### config.mk
export PLATFORM = sky130hd
export DESIGN_NAME = fractal_sync_dm_rf_flat
export DESIGN_NICKNAME = d
export VERILOG_FILES = /design/src/rtl/fractal_sync_dm_rf_if.sv /design/src/rtl/fractal_sync_dm_rf.sv /design/src/flat_wrapper.sv
export SDC_FILE = /design/constraint.sdc
export NUM_CORES = 1
export LEC_CHECK = 0
export CAP_MARGIN = 10
export CORE_ASPECT_RATIO = 0.8
export CORE_MARGIN = 2
export CORE_UTILIZATION = 42
export CTS_BUF_LIST = sky130_fd_sc_hd__clkbuf_16
export DETAILED_ROUTE_END_ITERATION = 12
export SLEW_MARGIN = 0
export SYNTH_ARGS = -nofsm -noshare
export SYNTH_HDL_FRONTEND = slang
export SYNTH_SLANG_ARGS = --single-unit
### constraint.sdc
create_clock -name clk_i -period 17.69 [get_ports clk_i]
set_input_delay 3.538 -clock clk_i [delete_from_list [all_inputs] [get_ports clk_i]]
set_output_delay 3.538 -clock clk_i [all_outputs]
set_load 0.1 [all_outputs]
### src/rtl/fractal_sync_dm_rf_if.sv
// Child/parent handshake bundle for one fractal-sync tree node.
// Slave is the barrier node; master drives children and the parent side.
interface fractal_sync_dm_rf_if #(
  parameter int N_PORTS = 2,
  parameter int ID_W    = 4,
  parameter int LVL_W   = 4
) ();
  logic [N_PORTS-1:0]            req_valid_i;
  logic [N_PORTS-1:0][ID_W-1:0]  req_id_i;
  logic [N_PORTS-1:0][LVL_W-1:0] req_lvl_i;
  logic                          req_ready_o;
  logic [N_PORTS-1:0]            rsp_valid_o;
  logic [ID_W-1:0]               rsp_id_o;
  logic [N_PORTS-1:0]            err_o;
  logic                          up_valid_o;
  logic [ID_W-1:0]               up_id_o;
  logic [LVL_W-1:0]              up_lvl_o;
  logic                          up_ready_i;
  logic                          up_rsp_valid_i;
  logic [ID_W-1:0]               up_rsp_id_i;

  modport slave (
    input  req_valid_i,
    input  req_id_i,
    input  req_lvl_i,
    output req_ready_o,
    output rsp_valid_o,
    output rsp_id_o,
    output err_o,
    output up_valid_o,
    output up_id_o,
    output up_lvl_o,
    input  up_ready_i,
    input  up_rsp_valid_i,
    input  up_rsp_id_i
  );

  modport master (
    output req_valid_i,
    output req_id_i,
    output req_lvl_i,
    input  req_ready_o,
    input  rsp_valid_o,
    input  rsp_id_o,
    input  err_o,
    input  up_valid_o,
    input  up_id_o,
    input  up_lvl_o,
    output up_ready_i,
    output up_rsp_valid_i,
    output up_rsp_id_i
  );
endinterface

### src/rtl/fractal_sync_dm_rf.sv
// Direct-mapped barrier register file for one fractal-sync tree node.
// Merges child arrivals per ID; wakes children locally or goes upward.
module fractal_sync_dm_rf #(
  parameter int N_PORTS  = 2,
  parameter int ID_W     = 4,
  parameter int LVL_W    = 4,
  parameter int NODE_LVL = 1
) (
  input  logic                 clk_i,
  input  logic                 rst_ni,
  fractal_sync_dm_rf_if.slave  bus
);
  localparam int NE = 1 << ID_W;
  localparam logic [LVL_W-1:0] NLVL = LVL_W'(NODE_LVL);
  localparam logic [N_PORTS-1:0] ALL1 = '1;

  logic [NE-1:0][N_PORTS-1:0] r_arr;
  logic [NE-1:0][LVL_W-1:0]   r_lvl;
  logic [N_PORTS-1:0]         r_rsp_valid;
  logic [ID_W-1:0]            r_rsp_id;
  logic [N_PORTS-1:0]         r_err;
  logic                       r_up_valid;
  logic [ID_W-1:0]            r_up_id;
  logic [LVL_W-1:0]           r_up_lvl;
  logic                       r_pend;
  logic [ID_W-1:0]            r_pend_id;

  logic                       w_ready;
  logic [N_PORTS-1:0]         w_acc;
  logic [N_PORTS-1:0]         w_bad;
  logic [N_PORTS-1:0]         w_legal;
  logic [NE-1:0][N_PORTS-1:0] w_next;
  logic [NE-1:0][LVL_W-1:0]   w_nlvl;
  logic [NE-1:0]              w_touch;
  logic [NE-1:0]              w_full;
  logic                       w_new_hit;
  logic [ID_W-1:0]            w_new_id;
  logic                       w_scan_hit;
  logic [ID_W-1:0]            w_scan_id;
  logic                       w_comp;
  logic [ID_W-1:0]            w_cid;
  logic [LVL_W-1:0]           w_clvl;
  logic                       w_loc;
  logic                       w_upc;

  assign w_ready = !(r_up_valid && !bus.up_ready_i)
                && !r_pend;

  assign bus.req_ready_o = w_ready;
  assign bus.rsp_valid_o = r_rsp_valid;
  assign bus.rsp_id_o    = r_rsp_id;
  assign bus.err_o       = r_err;
  assign bus.up_valid_o  = r_up_valid;
  assign bus.up_id_o     = r_up_id;
  assign bus.up_lvl_o    = r_up_lvl;

  always_comb begin
    w_acc   = '0;
    w_bad   = '0;
    w_legal = '0;
    for (int p = 0; p < N_PORTS; p++) begin
      w_acc[p] = bus.req_valid_i[p] && w_ready;
      w_bad[p] = w_acc[p]
        && ((bus.req_lvl_i[p] < NLVL)
         || r_arr[bus.req_id_i[p]][p]);
      w_legal[p] = w_acc[p] && !w_bad[p];
    end
  end

  // Entries keep the highest level seen so far.
  always_comb begin
    w_next  = r_arr;
    w_nlvl  = r_lvl;
    w_touch = '0;
    for (int p = 0; p < N_PORTS; p++) begin
      if (w_legal[p]) begin
        w_next[bus.req_id_i[p]][p] = 1'b1;
        w_touch[bus.req_id_i[p]]   = 1'b1;
        if (bus.req_lvl_i[p] > w_nlvl[bus.req_id_i[p]])
          w_nlvl[bus.req_id_i[p]] = bus.req_lvl_i[p];
      end
    end
    for (int e = 0; e < NE; e++)
      w_full[e] = &w_next[e];
  end

  // Lowest ID wins; untouched full entries are the rescan pool.
  always_comb begin
    w_new_hit  = 1'b0;
    w_new_id   = '0;
    w_scan_hit = 1'b0;
    w_scan_id  = '0;
    for (int e = NE - 1; e >= 0; e--) begin
      if (w_full[e] && w_touch[e]) begin
        w_new_hit = 1'b1;
        w_new_id  = ID_W'(e);
      end
      if (w_full[e]) begin
        w_scan_hit = 1'b1;
        w_scan_id  = ID_W'(e);
      end
    end
  end

  assign w_comp = w_ready && (w_new_hit || w_scan_hit);
  assign w_cid  = w_new_hit ? w_new_id : w_scan_id;
  assign w_clvl = w_nlvl[w_cid];
  assign w_loc  = w_comp && (w_clvl == NLVL);
  assign w_upc  = w_comp && (w_clvl > NLVL);

  always_ff @(posedge clk_i or negedge rst_ni) begin
    if (!rst_ni) begin
      r_arr       <= '0;
      r_lvl       <= '0;
      r_rsp_valid <= '0;
      r_rsp_id    <= '0;
      r_err       <= '0;
      r_up_valid  <= 1'b0;
      r_up_id     <= '0;
      r_up_lvl    <= '0;
      r_pend      <= 1'b0;
      r_pend_id   <= '0;
    end else begin
      r_arr <= w_next;
      r_lvl <= w_nlvl;
      if (w_comp) begin
        r_arr[w_cid] <= '0;
        r_lvl[w_cid] <= '0;
      end
      r_err       <= w_bad;
      r_rsp_valid <= '0;
      // Parent wake has priority; a colliding local wake is parked.
      if (bus.up_rsp_valid_i) begin
        r_rsp_valid <= ALL1;
        r_rsp_id    <= bus.up_rsp_id_i;
        if (w_loc) begin
          r_pend    <= 1'b1;
          r_pend_id <= w_cid;
        end
      end else if (r_pend) begin
        r_rsp_valid <= ALL1;
        r_rsp_id    <= r_pend_id;
        r_pend      <= 1'b0;
      end else if (w_loc) begin
        r_rsp_valid <= ALL1;
        r_rsp_id    <= w_cid;
      end
      if (w_upc) begin
        r_up_valid <= 1'b1;
        r_up_id    <= w_cid;
        r_up_lvl   <= w_clvl;
      end else if (bus.up_ready_i) begin
        r_up_valid <= 1'b0;
        r_up_id    <= '0;
        r_up_lvl   <= '0;
      end
    end
  end
endmodule

### src/flat_wrapper.sv
// flat-port wrapper written by rule: the top's interface ports become plain ports
module fractal_sync_dm_rf_flat 
#(
  parameter int N_PORTS  = 2,
  parameter int ID_W     = 4,
  parameter int LVL_W    = 4,
  parameter int NODE_LVL = 1
)
  (clk_i, rst_ni, bus_req_valid_i, bus_req_id_i, bus_req_lvl_i, bus_req_ready_o, bus_rsp_valid_o, bus_rsp_id_o, bus_err_o, bus_up_valid_o, bus_up_id_o, bus_up_lvl_o, bus_up_ready_i, bus_up_rsp_valid_i, bus_up_rsp_id_i);
  fractal_sync_dm_rf_if #(.N_PORTS(N_PORTS), .ID_W(ID_W), .LVL_W(LVL_W)) bus_i ();
  input  logic clk_i;
  input  logic rst_ni;
  input wire logic [$bits(bus_i.req_valid_i)-1:0] bus_req_valid_i;
  input wire logic [$bits(bus_i.req_id_i)-1:0] bus_req_id_i;
  input wire logic [$bits(bus_i.req_lvl_i)-1:0] bus_req_lvl_i;
  output wire logic [$bits(bus_i.req_ready_o)-1:0] bus_req_ready_o;
  output wire logic [$bits(bus_i.rsp_valid_o)-1:0] bus_rsp_valid_o;
  output wire logic [$bits(bus_i.rsp_id_o)-1:0] bus_rsp_id_o;
  output wire logic [$bits(bus_i.err_o)-1:0] bus_err_o;
  output wire logic [$bits(bus_i.up_valid_o)-1:0] bus_up_valid_o;
  output wire logic [$bits(bus_i.up_id_o)-1:0] bus_up_id_o;
  output wire logic [$bits(bus_i.up_lvl_o)-1:0] bus_up_lvl_o;
  input wire logic [$bits(bus_i.up_ready_i)-1:0] bus_up_ready_i;
  input wire logic [$bits(bus_i.up_rsp_valid_i)-1:0] bus_up_rsp_valid_i;
  input wire logic [$bits(bus_i.up_rsp_id_i)-1:0] bus_up_rsp_id_i;
  assign bus_i.req_valid_i = bus_req_valid_i;
  assign bus_i.req_id_i = bus_req_id_i;
  assign bus_i.req_lvl_i = bus_req_lvl_i;
  assign bus_req_ready_o = bus_i.req_ready_o;
  assign bus_rsp_valid_o = bus_i.rsp_valid_o;
  assign bus_rsp_id_o = bus_i.rsp_id_o;
  assign bus_err_o = bus_i.err_o;
  assign bus_up_valid_o = bus_i.up_valid_o;
  assign bus_up_id_o = bus_i.up_id_o;
  assign bus_up_lvl_o = bus_i.up_lvl_o;
  assign bus_i.up_ready_i = bus_up_ready_i;
  assign bus_i.up_rsp_valid_i = bus_up_rsp_valid_i;
  assign bus_i.up_rsp_id_i = bus_up_rsp_id_i;
  fractal_sync_dm_rf #(.N_PORTS(N_PORTS), .ID_W(ID_W), .LVL_W(LVL_W), .NODE_LVL(NODE_LVL)) u_core (.clk_i(clk_i), .rst_ni(rst_ni), .bus(bus_i));
endmodule
---- Word level (Yosys, flattened, before mapping) ----
Index checks and enable logic that the tools add are counted.
Widths: inputs -> output; s select.
word-level totals
  register bits after elaboration ......... 118
cells by class
  eq/ne operators ......................... 2
  reductions and logical operators ........ 57
  multiplexer cells ....................... 116
  magnitude comparators ................... 11
  bitwise logic cells ..................... 7
operators by type and width
  kind                number
  $mux 64             5
  $mux 4              45
  $bwmux 64           2
  $mux 32             3
  $and 64x64->64      1
  $not 64->64         1
  $or 32x32->32       2
  $bmux 4 s4          3
  $demux 4 s4         3
  $mux 1              40
  $reduce_and 2->1    17
  $and 32x32->32      1
  $mux 16             2
  $not 32->32         1
  $logic_and 1x1->1   30
  $demux 2 s4         3
  $bmux 2 s4          2
  $or 16x16->16       1
  $lt 4x5->1 const B  3
  $ge 4x1->1 const B  3
  $mux 2              6
  $demux 1 s4         2
  $gt 4x4->1          2
  $lt 4x1->1 const B  2
  other kinds (7)     13

---- Depth between registers and ports, before layout ----
  depth in word-level cells ............... 37
  gate-level depth with buffers ........... 38
  gate-level depth less buffers ........... 32

---- Worst setup path before layout ----
OpenSTA, ideal clock, no wires.
  path kind ............................... input to register
  from .................................... input bus_req_id_i[0]
  to ...................................... register u_core.r_pend_id[1]
  path slack .............................. 6.387 ns
  data arrival time ....................... 11.178 ns
  stages on the path ...................... 34
  buffers on the path ..................... 5
  cells stage by stage .................... buf_2 buf_2 buf_1 mux4_2 mux4_2 inv_1 ha_1 nor2b_1 o21a_1 o21a_1 o2111ai_2 or3_1 clkbuf_1 and2_1 a22o_1 a21oi_1 mux4_2 nand2_1 nand2_1 ha_1 nor2b_1 o21a_1 o21a_1 o21ai_0 or2_1 buf_2 nor3_1 mux2_2 mux2i_1 mux2_2 a32oi_1 a211oi_4 nand4_4 mux2_4
on the way
  word-level cells in the longest chain between the ends .. 33
RTL lines
  item                                                 line                       RTL
  start: declaration                                   flat_wrapper.sv:14         input wire logic [$bits(bus_i.req_id_i)-1:0] bus_req_id_i;
  branches (longest 33 deep; another with $lt 4x5->1)  -
  end signal: assignment                               fractal_sync_dm_rf.sv:138  r_pend_id <= w_cid;
  end: declaration                                     fractal_sync_dm_rf.sv:26   logic [ID_W-1:0] r_pend_id;
Several ways; the timed one is not identified. The select of a mux whose other input is x is not followed.
A chain may end at the register's enable or synchronous reset.

---- Worst setup path in the final report ----
  from .................................... input bus_req_id_i[0]
  to ...................................... register u_core.r_up_id[0], in the netlist u_core.bus.up_id_o[0]
on the way
  word-level cells in the longest chain between the ends .. 33
RTL lines
  item                                                 line                       RTL
  branches (longest 33 deep; another with $lt 4x5->1)  -
  end signal: assignment                               fractal_sync_dm_rf.sv:150  r_up_id <= w_cid;
  end: declaration                                     fractal_sync_dm_rf.sv:23   logic [ID_W-1:0] r_up_id;
Several ways; the timed one is not identified. The select of a mux whose other input is x is not followed.

==> results.md <==
* HPWL after detailed placement at 28.9 mm
* Largest cells by area after synthesis: dfrtp_1 30%, mux2i_1 8.3%, nor2_1 6.0%, mux4_2 5.7%, a21oi_1 5.2%
* Portion of total power attributed to sequential cells at 19.6%
* Most area-hungry cell type in the Yosys netlist: dfrtp_1
* Routed length per instance at 27.3 um
* Sw frac at 54.9%
* Clock Sinks at 117
* Std-Cell Rows at 50
* Routability Congestion at 1.08
* Cts bufs inserted at 17
* Proportion of netlist area held by the largest area contributor at 29.7%
* Synthesized area divided by synthesized cell count at 8.64 um2
* Cell at the root of the clock tree: clkbuf_16
* Number of max-cap violations at 0
* Crit Path Class: in -> reg
* Most common cell after layout, fill and taps aside: nor2_1
* Max transition margin at 23.3%
* Residual DRC count at 0
* Final number of max-transition violations at 0
* Sequential-to-total area share from yosys stat at 29.7%
* Peak Freq at 82.1 MHz
* Required time at the worst-slack endpoint at 18.02 ns
* Register-to-Register Setup Slack at 8.98 ns
* Setup clock skew after layout at 0.0114 ns
* Largest stage delay on the critical path at 0.68 ns
* Die Width at 175 um
* Worst setup SP type: input port
* Slew of the pin with the lowest slew margin at 1.15 ns
* Mapped cell area at 9860 um2
* First-pass GRT wire length at 60.8 mm
* Post-synthesis cell type count at 99
* Combinational share of power at 66.0%
* Unrepaired setup endpoints after global routing: no
* Ant. Diodes at 0
* Number of buffers inserted by post-CTS setup repair at 0
* Count of yosys warnings during synthesis at 0
* Accumulated negative setup slack at 0 ns
* Buffering stage count on the worst path with inverters included at 3
* Setup crit end kind: register
* Clock transition at path regs at 0.06 ns
* Chip height at 141 um
* CTS tree: yes
* Area growth from synthesis to final layout at 12.3%
* Skew-Pair Late Insertion Delay at 0.44 ns
* Hold slack at 0.511 ns
* Fraction of synthesis flops using an asynchronous set or reset pin at 100%
* Areal power density over the cells at 226 nW/um2
* Flip-flop and latch count after synthesis at 117
* Core region area at 23200 um2
* Total Routed Length at 40.2 mm
* Final worst slack at 5.51 ns
* Fraction of power consumed by the clock network at 14.4%
* Post-CTS Resized at 0
* Final count of negative-setup-slack endpoints at 0
* Initial antenna violation count at 1
* Via count normalized by instance count at 6.67
* Cts-stage hold buffer count at 0
* Worst-path fanout max at 30
* Final net count at 1182
* Via count of the first global-routing pass at 9232
* Number of DRC markers after the initial detailed-route iteration at 1672
* First drt pass iteration count at 6
* Leakage power of the design at 4.59 nW
* Leftover overflow at the end of global routing at 0
* Pre-CTS worst setup slack at 5.36 ns
* Synthesized net count at 1176
* Critical Path AT at 12.51 ns
* Post-layout minimum cycle time at 12.18 ns
* Gate family responsible for the most delay along the worst path: compound AO/OA/AOI/OAI gates
* H-tree levels at 4
* Highest-count cells in the layout ignoring fill and taps: 157 x nor2_1, 117 x dfrtp_1, 103 x a21oi_1
* Total via count in the routed design at 9831
* Result of the run: finished clean
* Largest net degree at the start of global routing at 72
* Starting Density at 42.5%
* Peak supply drop at 171 uV
* Fraction of layout instances using a drive strength above 1 at 15.3%
* Number of buffer cells added on primary ports at 43
* Switching power at 0.00138 W
* Syn Inst Count at 1142
* Synth Flop Type: dfrtp_1
* Maximum count of clock buffers along a single path at 2
* Most common cell on crit path: o21a_1
* Worst-path cell with the longest stage delay: buf_2
* Antenna-violating nets left at 0
* Overall global routing resource usage at 32.9%
* Period Utilization, post-route at 68.8%
* Final Hold Vio Count at 0
* Die Footprint at 24700 um2
* Cell internal power dissipation at 0.00113 W
* Number of primary I/O pins at 44
* Hold WC Path Type: reg -> reg
* Number of flops mapped to enable cells by yosys at 0
-- worst paths after layout --
check / from / cells after the start / endpoint
max reg2reg: u_core.r_lvl[57] / 32 / u_core.bus.up_id_o[0]
min: u_core.r_pend_id[0] / 1 / u_core.r_pend_id[0]
min in group asynchronous: rst_ni / 1 / u_core.r_arr[6]
max in group asynchronous: rst_ni / 2 / u_core.r_lvl[25]
max: bus_req_id_i[0] / 33 / u_core.bus.up_id_o[0]
min reg2reg: u_core.r_pend_id[0] / 1 / u_core.r_pend_id[0]
-- metal layers --
metal | routed length, um | share of wire [%] | track usage, %
met1 | 17600 | 44 | 49.7
met3 | 5360 | 13 | 9.09
met2 | 16200 | 40 | 45.3
met5 | 0 | 0 | 0
met4 | 1110 | 2.7 | 9.39
-- worst register-to-register path: cells and delay by family, from the launching register on --
kind	cells	cell delay, ns
mux	4	1.51
buf+inv	2	0.19
compound gates	15	3.19
simple gates	9	2.79
flops	1	0.45
fa+ha+maj	2	0.44
-- state kept, by name, indices dropped and copies added, names as in the netlist --
| signal | cells |
|---|---|
| u_core.bus.err_o | 2 |
| u_core.bus.rsp_id_o | 4 |
| u_core.bus.rsp_valid_o | 1 |
| u_core.bus.up_id_o | 4 |
| u_core.bus.up_lvl_o | 4 |
| u_core.bus.up_valid_o | 1 |
| u_core.r_arr | 32 |
| u_core.r_lvl | 64 |
| u_core.r_pend | 1 |
| u_core.r_pend_id | 4 |
-- power groups by stage --
stage                     Combinational, W  Sequential (W)  Clock [W]
after floorplan                    0.00110        0.000533          0
after global placement             0.00160        0.000490          0
after detailed placement           0.00161        0.000484          0
after CTS                          0.00161        0.000482   0.000362
after global routing               0.00175        0.000497   0.000377
final                              0.00165        0.000491   0.000361
-- cell usage after synthesis (10+ instances only) --
cell	count
nor2_1	157
dfrtp_1	117
a21oi_1	103
nand2_1	85
mux2i_1	82
clkbuf_1	46
a31oi_1	42
o21ai_0	32
nand3_1	30
inv_1	25
mux4_2	25
o22ai_1	25
nor2b_1	21
nor3_1	21
nand2b_1	19
mux2_2	17
buf_2	16
and3_1	14
nand4_1	13
o211ai_1	11
buf_6	10
nor3_2	10
o21a_1	10
-- kinds of logic (layout without fill, tap and decap cells) --
group           after synthesis  in the layout  synth area share, %
xor+xnor                      1              1               0.0888
simple gates                436            436                 22.4
buf+inv                     111            130                 5.34
mux                         137            137                 17.9
flops                       117            117                 29.7
fa+ha+maj                     8              8                 1.01
compound gates              332            332                 23.6
-- layout make-up --
type,count,area [um2]
multi-input cells,914,6440
well taps,312,390
clock inverters,15,168
fillers,2220,12100
flip-flops and latches,117,2930
inverters,28,105
clock buffers,17,425
repair buffers,70,621
-- per-stage QoR --
stage                     utilization [%]  instances  area (um2)  total power (W)
after floorplan                         -       1142        9860          0.00163
after global placement               45.2       1441       10500          0.00209
after detailed placement             45.2       1441       10500          0.00209
after CTS                            47.7       1473       11100          0.00246
after global routing                 47.7       1473       11100          0.00262
final                                47.7       1473       11100          0.00251
Note: power is estimated with default switching activity, not from simulation.
